**src/rtl/ps2_frame_rx.sv**
```systemverilog
// PS/2 keyboard frame receiver: synchronises and glitch-filters the PS/2 clock, shifts and checks
// 11-bit frames, and folds E0/F0 prefix bytes into flags on the final key code.
module ps2_frame_rx #(
    parameter int unsigned FILTER_LEN  = 8,
    parameter int unsigned TIMEOUT_CYC = 100000
) (
    input  logic       clk,
    input  logic       rst_n,
    input  logic       ps2_clk,
    input  logic       ps2_data,
    output logic [7:0] raw_byte,
    output logic       raw_valid,
    output logic [7:0] code,
    output logic       code_valid,
    output logic       is_ext,
    output logic       is_break,
    output logic       frame_err,
    output logic [1:0] err_code
);

    localparam int unsigned FW = $clog2(FILTER_LEN);
    localparam int unsigned TW = $clog2(TIMEOUT_CYC);
    localparam logic [FW-1:0] FLT_MAX = FW'(FILTER_LEN - 1);
    localparam logic [TW-1:0] TO_MAX  = TW'(TIMEOUT_CYC - 1);

    localparam logic [1:0] IDLE  = 2'd0;
    localparam logic [1:0] RECV  = 2'd1;
    localparam logic [1:0] CHECK = 2'd2;

    logic          clk_s1, clk_s2, dat_s1, dat_s2;
    logic          clk_f;
    logic [FW-1:0] flt_cnt;
    logic          fall;

    logic [1:0]    state;
    logic [3:0]    bitcnt;
    logic [TW-1:0] to_cnt;
    logic [7:0]    shreg;
    logic          par_b;
    logic          stop_b;
    logic          ext_pend;
    logic          brk_pend;

    // Filtered clock only flips after FILTER_LEN consecutive disagreeing samples.
    always_ff @(posedge clk or negedge rst_n) begin
        if (!rst_n) begin
            clk_s1  <= 1'b1;
            clk_s2  <= 1'b1;
            dat_s1  <= 1'b1;
            dat_s2  <= 1'b1;
            clk_f   <= 1'b1;
            flt_cnt <= '0;
            fall    <= 1'b0;
        end else begin
            clk_s1 <= ps2_clk;
            clk_s2 <= clk_s1;
            dat_s1 <= ps2_data;
            dat_s2 <= dat_s1;
            fall   <= 1'b0;
            if (clk_s2 == clk_f) begin
                flt_cnt <= '0;
            end else if (flt_cnt == FLT_MAX) begin
                clk_f   <= clk_s2;
                flt_cnt <= '0;
                fall    <= clk_f;
            end else begin
                flt_cnt <= flt_cnt + 1'b1;
            end
        end
    end

    always_ff @(posedge clk or negedge rst_n) begin
        if (!rst_n) begin
            state      <= IDLE;
            bitcnt     <= '0;
            to_cnt     <= '0;
            shreg      <= '0;
            par_b      <= 1'b0;
            stop_b     <= 1'b0;
            ext_pend   <= 1'b0;
            brk_pend   <= 1'b0;
            raw_byte   <= '0;
            raw_valid  <= 1'b0;
            code       <= '0;
            code_valid <= 1'b0;
            is_ext     <= 1'b0;
            is_break   <= 1'b0;
            frame_err  <= 1'b0;
            err_code   <= '0;
        end else begin
            raw_valid  <= 1'b0;
            code_valid <= 1'b0;
            frame_err  <= 1'b0;
            case (state)
                IDLE: begin
                    to_cnt <= '0;
                    if (fall && !dat_s2) begin
                        state  <= RECV;
                        bitcnt <= '0;
                    end
                end
                RECV: begin
                    // A fall coinciding with timeout wins and keeps the frame alive.
                    if (fall) begin
                        to_cnt <= '0;
                        bitcnt <= bitcnt + 1'b1;
                        if (bitcnt < 4'd8) begin
                            shreg[bitcnt[2:0]] <= dat_s2;
                        end else if (bitcnt == 4'd8) begin
                            par_b <= dat_s2;
                        end else begin
                            stop_b <= dat_s2;
                            state  <= CHECK;
                        end
                    end else if (to_cnt == TO_MAX) begin
                        state     <= IDLE;
                        frame_err <= 1'b1;
                        err_code  <= 2'b11;
                        ext_pend  <= 1'b0;
                        brk_pend  <= 1'b0;
                    end else begin
                        to_cnt <= to_cnt + 1'b1;
                    end
                end
                CHECK: begin
                    state  <= IDLE;
                    to_cnt <= '0;
                    if (!stop_b) begin
                        frame_err <= 1'b1;
                        err_code  <= 2'b10;
                        ext_pend  <= 1'b0;
                        brk_pend  <= 1'b0;
                    end else if (!(^{shreg, par_b})) begin
                        frame_err <= 1'b1;
                        err_code  <= 2'b01;
                        ext_pend  <= 1'b0;
                        brk_pend  <= 1'b0;
                    end else begin
                        raw_valid <= 1'b1;
                        raw_byte  <= shreg;
                        if (shreg == 8'hE0) begin
                            ext_pend <= 1'b1;
                        end else if (shreg == 8'hF0) begin
                            brk_pend <= 1'b1;
                        end else begin
                            code_valid <= 1'b1;
                            code       <= shreg;
                            is_ext     <= ext_pend;
                            is_break   <= brk_pend;
                            ext_pend   <= 1'b0;
                            brk_pend   <= 1'b0;
                        end
                    end
                end
                default: state <= IDLE;
            endcase
        end
    end

endmodule

```
**config.mk**
```make
export PLATFORM = sky130hd
export DESIGN_NAME = ps2_frame_rx
export DESIGN_NICKNAME = d
export VERILOG_FILES = /design/src/rtl/ps2_frame_rx.sv
export SDC_FILE = /design/constraint.sdc
export NUM_CORES = 1
export LEC_CHECK = 0
export ABC_AREA = 1
export CAP_MARGIN = 10
export CORE_ASPECT_RATIO = 2
export CORE_MARGIN = 4
export CORE_UTILIZATION = 62
export DETAILED_ROUTE_END_ITERATION = 10
export GPL_TIMING_DRIVEN = 0
export MAX_ROUTING_LAYER = met4
export PLACE_DENSITY = 0.84
export SYNTH_ARGS = -nofsm -noshare
export SYNTH_HDL_FRONTEND = slang
export SYNTH_SLANG_ARGS = --single-unit
```
**constraint.sdc**
```tcl
create_clock -name clk -period 3.84 [get_ports clk]
set_clock_uncertainty 0.1 [all_clocks]
set_input_delay 0.768 -clock clk [delete_from_list [all_inputs] [get_ports clk]]
set_output_delay 0.768 -clock clk [all_outputs]
set_load 0.02 [all_outputs]
```
Yosys cells after proc, flatten, opt, wreduce, memory -nomap -nowiden
Index checks and enable logic that the tools add are counted.

Add/sub/neg operators: 3. Multiply operators: 0. Div/mod/pow operators: 0. Order comparisons: 3. Equal/unequal tests: 19. Shift operators: 0. Mux-type cells: 49. Bitwise operators: 5. Reduce and logical (&&, ||, !) cells: 21.

Operators with widths (count): 2-to-1 mux 17 bit (2); one-hot mux 17 bit (2 select lines) (1); 2-to-1 mux 1 bit (25); AND reduction 4 bit (6); 2-to-1 mux 2 bit (9); adder 17 x 1 -> 17 bit (second input constant) (1); equality test 17 bit (second input constant) (1); equality test 8 bit (second input constant) (2); != test 3 bit (second input constant) (5); AND reduction 3 bit (3); parity 9 bit (1); bitwise mux 8 bit (1); 2-to-1 mux 4 bit (2); != test 2 bit (second input constant) (4); one-hot mux 2 bit (2 select lines) (2); one-hot mux 4 bit (2 select lines) (1); 2-to-1 mux 3 bit (2); one-hot mux 1 bit (2 select lines) (3); nonzero test 2 bit (3); != test 5 bit (second input constant) (1); NOT 1 bit (5); AND reduction 5 bit (1); adder 4 x 1 -> 4 bit (second input constant) (1); equality test 4 bit (second input constant) (1); 15 further kinds (17).

Register bits: 67. Bits in latches: 0. RAM bits: 0. Bits in read-only memories: 0. Input port bits: 4. Output and inout bits: 23. Memories kept: 0.

Logic depth before layout (Yosys ltp)
Word-level depth: 6. Gate-level depth with buffers: 14.

Worst setup path before layout
Ideal clock, no wire load.

Path type: flip-flop to flip-flop. Start point: reg state[0]. End point: reg to_cnt[9]. Library setup time: 0.119 ns. Arrival time: 1.551 ns. Required time: 3.621 ns. Path slack: 2.070 ns. Cell stages (with the launch flop): 10. Cells stage by stage: dfrtp_1 inv_1 ha_1 nor2_1 inv_1 nand2_1 nand2_4 buf_6 a21oi_1 nor2_1.

Cells in the longest elaborated chain, start to end: 4. Elaborated cells on any way between the ends: 8.

RTL lines: start, declared (RTL line 35) `logic [1:0] state;`; start signal, assigned (RTL line 74) `state <= IDLE;`; start signal, assigned (RTL line 98) `state <= RECV;`; start signal, assigned (RTL line 113) `state <= CHECK;`; equality test 2 bit or logical NOT 2 bit (tied branches) (RTL line 94) `case (state)`; OR reduction 2 bit (no source line); nonzero test 2 bit (no source line); AND reduction 2 bit (no source line); end signal, assigned (RTL line 122) `to_cnt <= to_cnt + 1'b1;`; end, declared (RTL line 37) `logic [TW-1:0] to_cnt;`.

Several ways; a longest one is shown, not always the timed one. A chain may end at the register's enable or synchronous reset.

Worst setup path after layout
Same ends and word-level chain as after synthesis.

==> flow_summary.json <==
{
  "vias_per_cell": 5.739,
  "ys_seq_elements": 67,
  "switchingPower_uw": 588.5,
  "ant_nets": 0,
  "grt.overflow.total": 0,
  "diodes": 0,
  "route.detailed.wl_per_inst_um": 15.50,
  "synth_compound_area_share_pct": 12.18,
  "worstHoldPathCells": 0,
  "cpPeakStageDelay_ps": 390,
  "grt_pass1_vias": 2885,
  "p_sw_share_pct": 30.15,
  "htree_levels": 3,
  "hp-start": "clk_s1",
  "yosysSeqAreaShare_pct": 50.11,
  "grt_max_degree": 68,
  "finalHoldViolations": 0,
  "cp-end-kind": "flip-flop",
  "post_cts_buffers": 0,
  "post-route-period-util_pct": 63.21,
  "dr.pass1.iters": 5,
  "synthDistinctLibCells": 36,
  "yosys-top-cells-count": "86 x nand2_1, 62 x dfrtp_1, 44 x inv_1",
  "netlist_instances": 399,
  "hold_path_class": "reg2reg",
  "drv_cap": 0,
  "finalSetupViolations": 0,
  "dp_hpwl_um": 5758,
  "r2r_start": "state[0]",
  "r2r_end": "to_cnt[9]",
  "holdBufCountCts": 0,
  "critPathArrivalTime_ps": 2570,
  "slew_headroom_pct": 45.14,
  "grt.total_usage_pct": 26.89,
  "die_area_mm2": 0.006729,
  "worst_slew_pin_slew_ps": 822.9,
  "regArea_mm2": 0.001683,
  "reg2reg_slack_ps": 1410,
  "seq_power_share_pct": 39.4,
  "grt_pass1_wl_um": 13140,
  "critical_path_peak_fanout": 10,
  "synth.mux.area_fraction_pct": 0.3353,
  "die_h_um": 112.1,
  "io_pins": 27,
  "ir_drop_v": 0.0005151,
  "syn_area_mm2": 0.003358,
  "rows": 37,
  "cts.sinks": 67,
  "yosysTopAreaCell": "dfrtp_1",
  "min_period_ps": 2427,
  "synth_top_family_by_area": "simple AND/OR/NAND/NOR gates",
  "critPathSlowestCell": "dfrtp_1",
  "combPwrFrac_pct": 20.9,
  "hold_slack_ps": 259.2,
  "rsz0062_at_grt": "no",
  "status": "complete, no violations",
  "start_util_pct": 64.77,
  "clock_path_buffers": 2,
  "start_kind": "flip-flop",
  "finalMaxSlewViolations": 0,
  "p_per_area_mw_per_mm2": 493.8,
  "synth_fa_ha_area_share_pct": 2.981,
  "clk_pin_slew_worst_paths_ps": 70,
  "yosysTopAreaCellShare_pct": 46.20,
  "via_count": 2864,
  "fmax_ghz": 0.4120,
  "timing.critical_path.buf_inv": 3,
  "synthesis.nets": 411,
  "path_cells": "inv_1 > ha_1 > nor2_1 > inv_1 > nand2_1 > nand2_4 > buf_6 > a21oi_1 > nor2_1",
  "antenna_found_initial": 0,
  "synth_edf_count": 0,
  "fillCellCount": 398,
  "cp-startpoint": "state[0]",
  "p_int_mw": 1.363,
  "reg2regPathDepth": 9,
  "clockRootBuffer": "clkbuf_8",
  "synthSimpleGateAreaFrac_pct": 24.48,
  "async_flop_share_pct": 100.0,
  "crit_family": "simple AND/OR/NAND/NOR gates",
  "required_ps": 3980,
  "drive_above_1_share_pct": 11.11,
  "p_leak_nw": 1.850,
  "yosysWarnings": 0,
  "synth_xor_area_share_pct": 2.608,
  "synth.most_common_cell": "nand2_1",
  "routed_wl_um": 7735,
  "insertion_delay_ps": 350,
  "area_growth_pct": 17.70,
  "coreArea_mm2": 0.005185,
  "die_x_um": 60.04,
  "drtIter0Drc": 92,
  "io_buffers": 26,
  "multi_input_area_mm2": 0.001430,
  "synth.area.top_cells": "dfrtp_1 46%, nand2_1 9.6%, inv_1 4.9%, a21oi_1 4.2%, nand3_1 4.2%",
  "place.gp.congestion": 0.9384,
  "tritoncts.num_buffers": 9,
  "synthFlopType": "dfrtp_1",
  "criticalPathCategory": "reg2reg",
  "ctsResizeCount": 0,
  "drc": 0,
  "syn_area_per_cell_um2": 8.417,
  "fin_tns_setup_ps": 0,
  "holdPathEnd": "clk_s2",
  "nNetsFinal": 448,
  "cts_tree": "done",
  "clkPwrFrac_pct": 39.7
}
-- through the flow --
step | instances | setup WS, ps | power (mW) | utilization [%] | instance area (µm²)
after detailed placement | 483 | 1510 | 1.183 | 71.14 | 3689
after CTS | 499 | 1489 | 1.951 | 76.23 | 3953
after global routing | 499 | 1329 | 2.040 | 76.23 | 3953
after floorplan | 399 | 2070 | 1.065 | - | 3358
after global placement | 483 | -158.8 | 1.170 | 71.19 | 3691
final | 499 | 1413 | 1.952 | 76.23 | 3953
-- layer usage --
metal | global-route usage (%) | vias to the layer above | routed length [µm]
li1 | - | 1387 | -
met1 | 26.95 | 1376 | 2751
met2 | 45.95 | 70 | 4335
met3 | 5.524 | 31 | 259
met4 | 15.24 | 0 | 388
met5 | - | - | 0
-- power by group through the flow --
stage	registers, mW	logic, mW	clock network, mW
global placement	0.779	0.391	0
detailed placement	0.781	0.402	0
global route	0.773	0.454	0.814
floorplan	0.775	0.290	0
finish	0.769	0.408	0.775
CTS	0.769	0.404	0.779
-- worst register-to-register path, stage by stage, from the launching register on --
cell     delay [ps]
dfrtp_1         390
inv_1            80
ha_1            240
nor2_1          350
inv_1           250
nand2_1         350
nand2_4         160
buf_6           190
a21oi_1         140
nor2_1           70
-- state kept, by name, summed over array words and instances, names as in the netlist, 2 cells and up --
name      count
to_cnt       17
code          8
raw_byte      8
shreg         8
bitcnt        4
flt_cnt       3
err_code      2
state         2
-- placed cells by master (no fill, tap or decap), types with 4 or more instances in the layout --
cell type        Yosys  layout
a21oi_1             28      28
a31oi_1             11      11
buf_6                4       4
bufinv_16            0       4
clkbuf_8             0       9
clkdlybuf4s50_1      0      25
dfrtp_1             62      62
dfstp_2              5       5
ha_1                 8       8
inv_1               44      44
nand2_1             86      86
nand2_2              6       6
nand3_1             28      28
nand4_1              6       6
nor2_1              36      36
nor3_1              11      11
o21ai_0             16      16
o21ai_1             10      10
xor2_1               7       7
-- final cells by class --
| type | count | area share, % |
|---|---|---|
| Sequential cell | 67 | 42.58 |
| Multi-Input combinational cell | 277 | 36.18 |
| Timing Repair Buffer | 26 | 6.521 |
| Inverter | 47 | 4.527 |
| Clock inverter | 7 | 3.545 |
| Clock buffer | 9 | 3.134 |
| Tap cell | 58 | 1.836 |
| Buffer | 8 | 1.678 |
-- cell families (layout without fill, tap and decap cells) --
kind of cell / count (synthesis) / count (layout)
simple gates: 184 / 184
compound gates: 74 / 74
flops: 67 / 67
buf+inv: 55 / 97
xor+xnor: 10 / 10
fa+ha+maj: 8 / 8
mux: 1 / 1
-- worst max-delay path by stage --
stage          cells past startpoint  slack (ps)    endpoint
6_report                           9        1410   to_cnt[9]
4_1_cts                            9        1490   to_cnt[9]
3_3_place_gp                       1        -160  to_cnt[14]
3_5_place_dp                       9        1510   to_cnt[9]
5_1_grt                            9        1330   to_cnt[9]
2_1_floorplan                      9        2070   to_cnt[9]
Note: power is estimated with default switching activity, not from simulation.
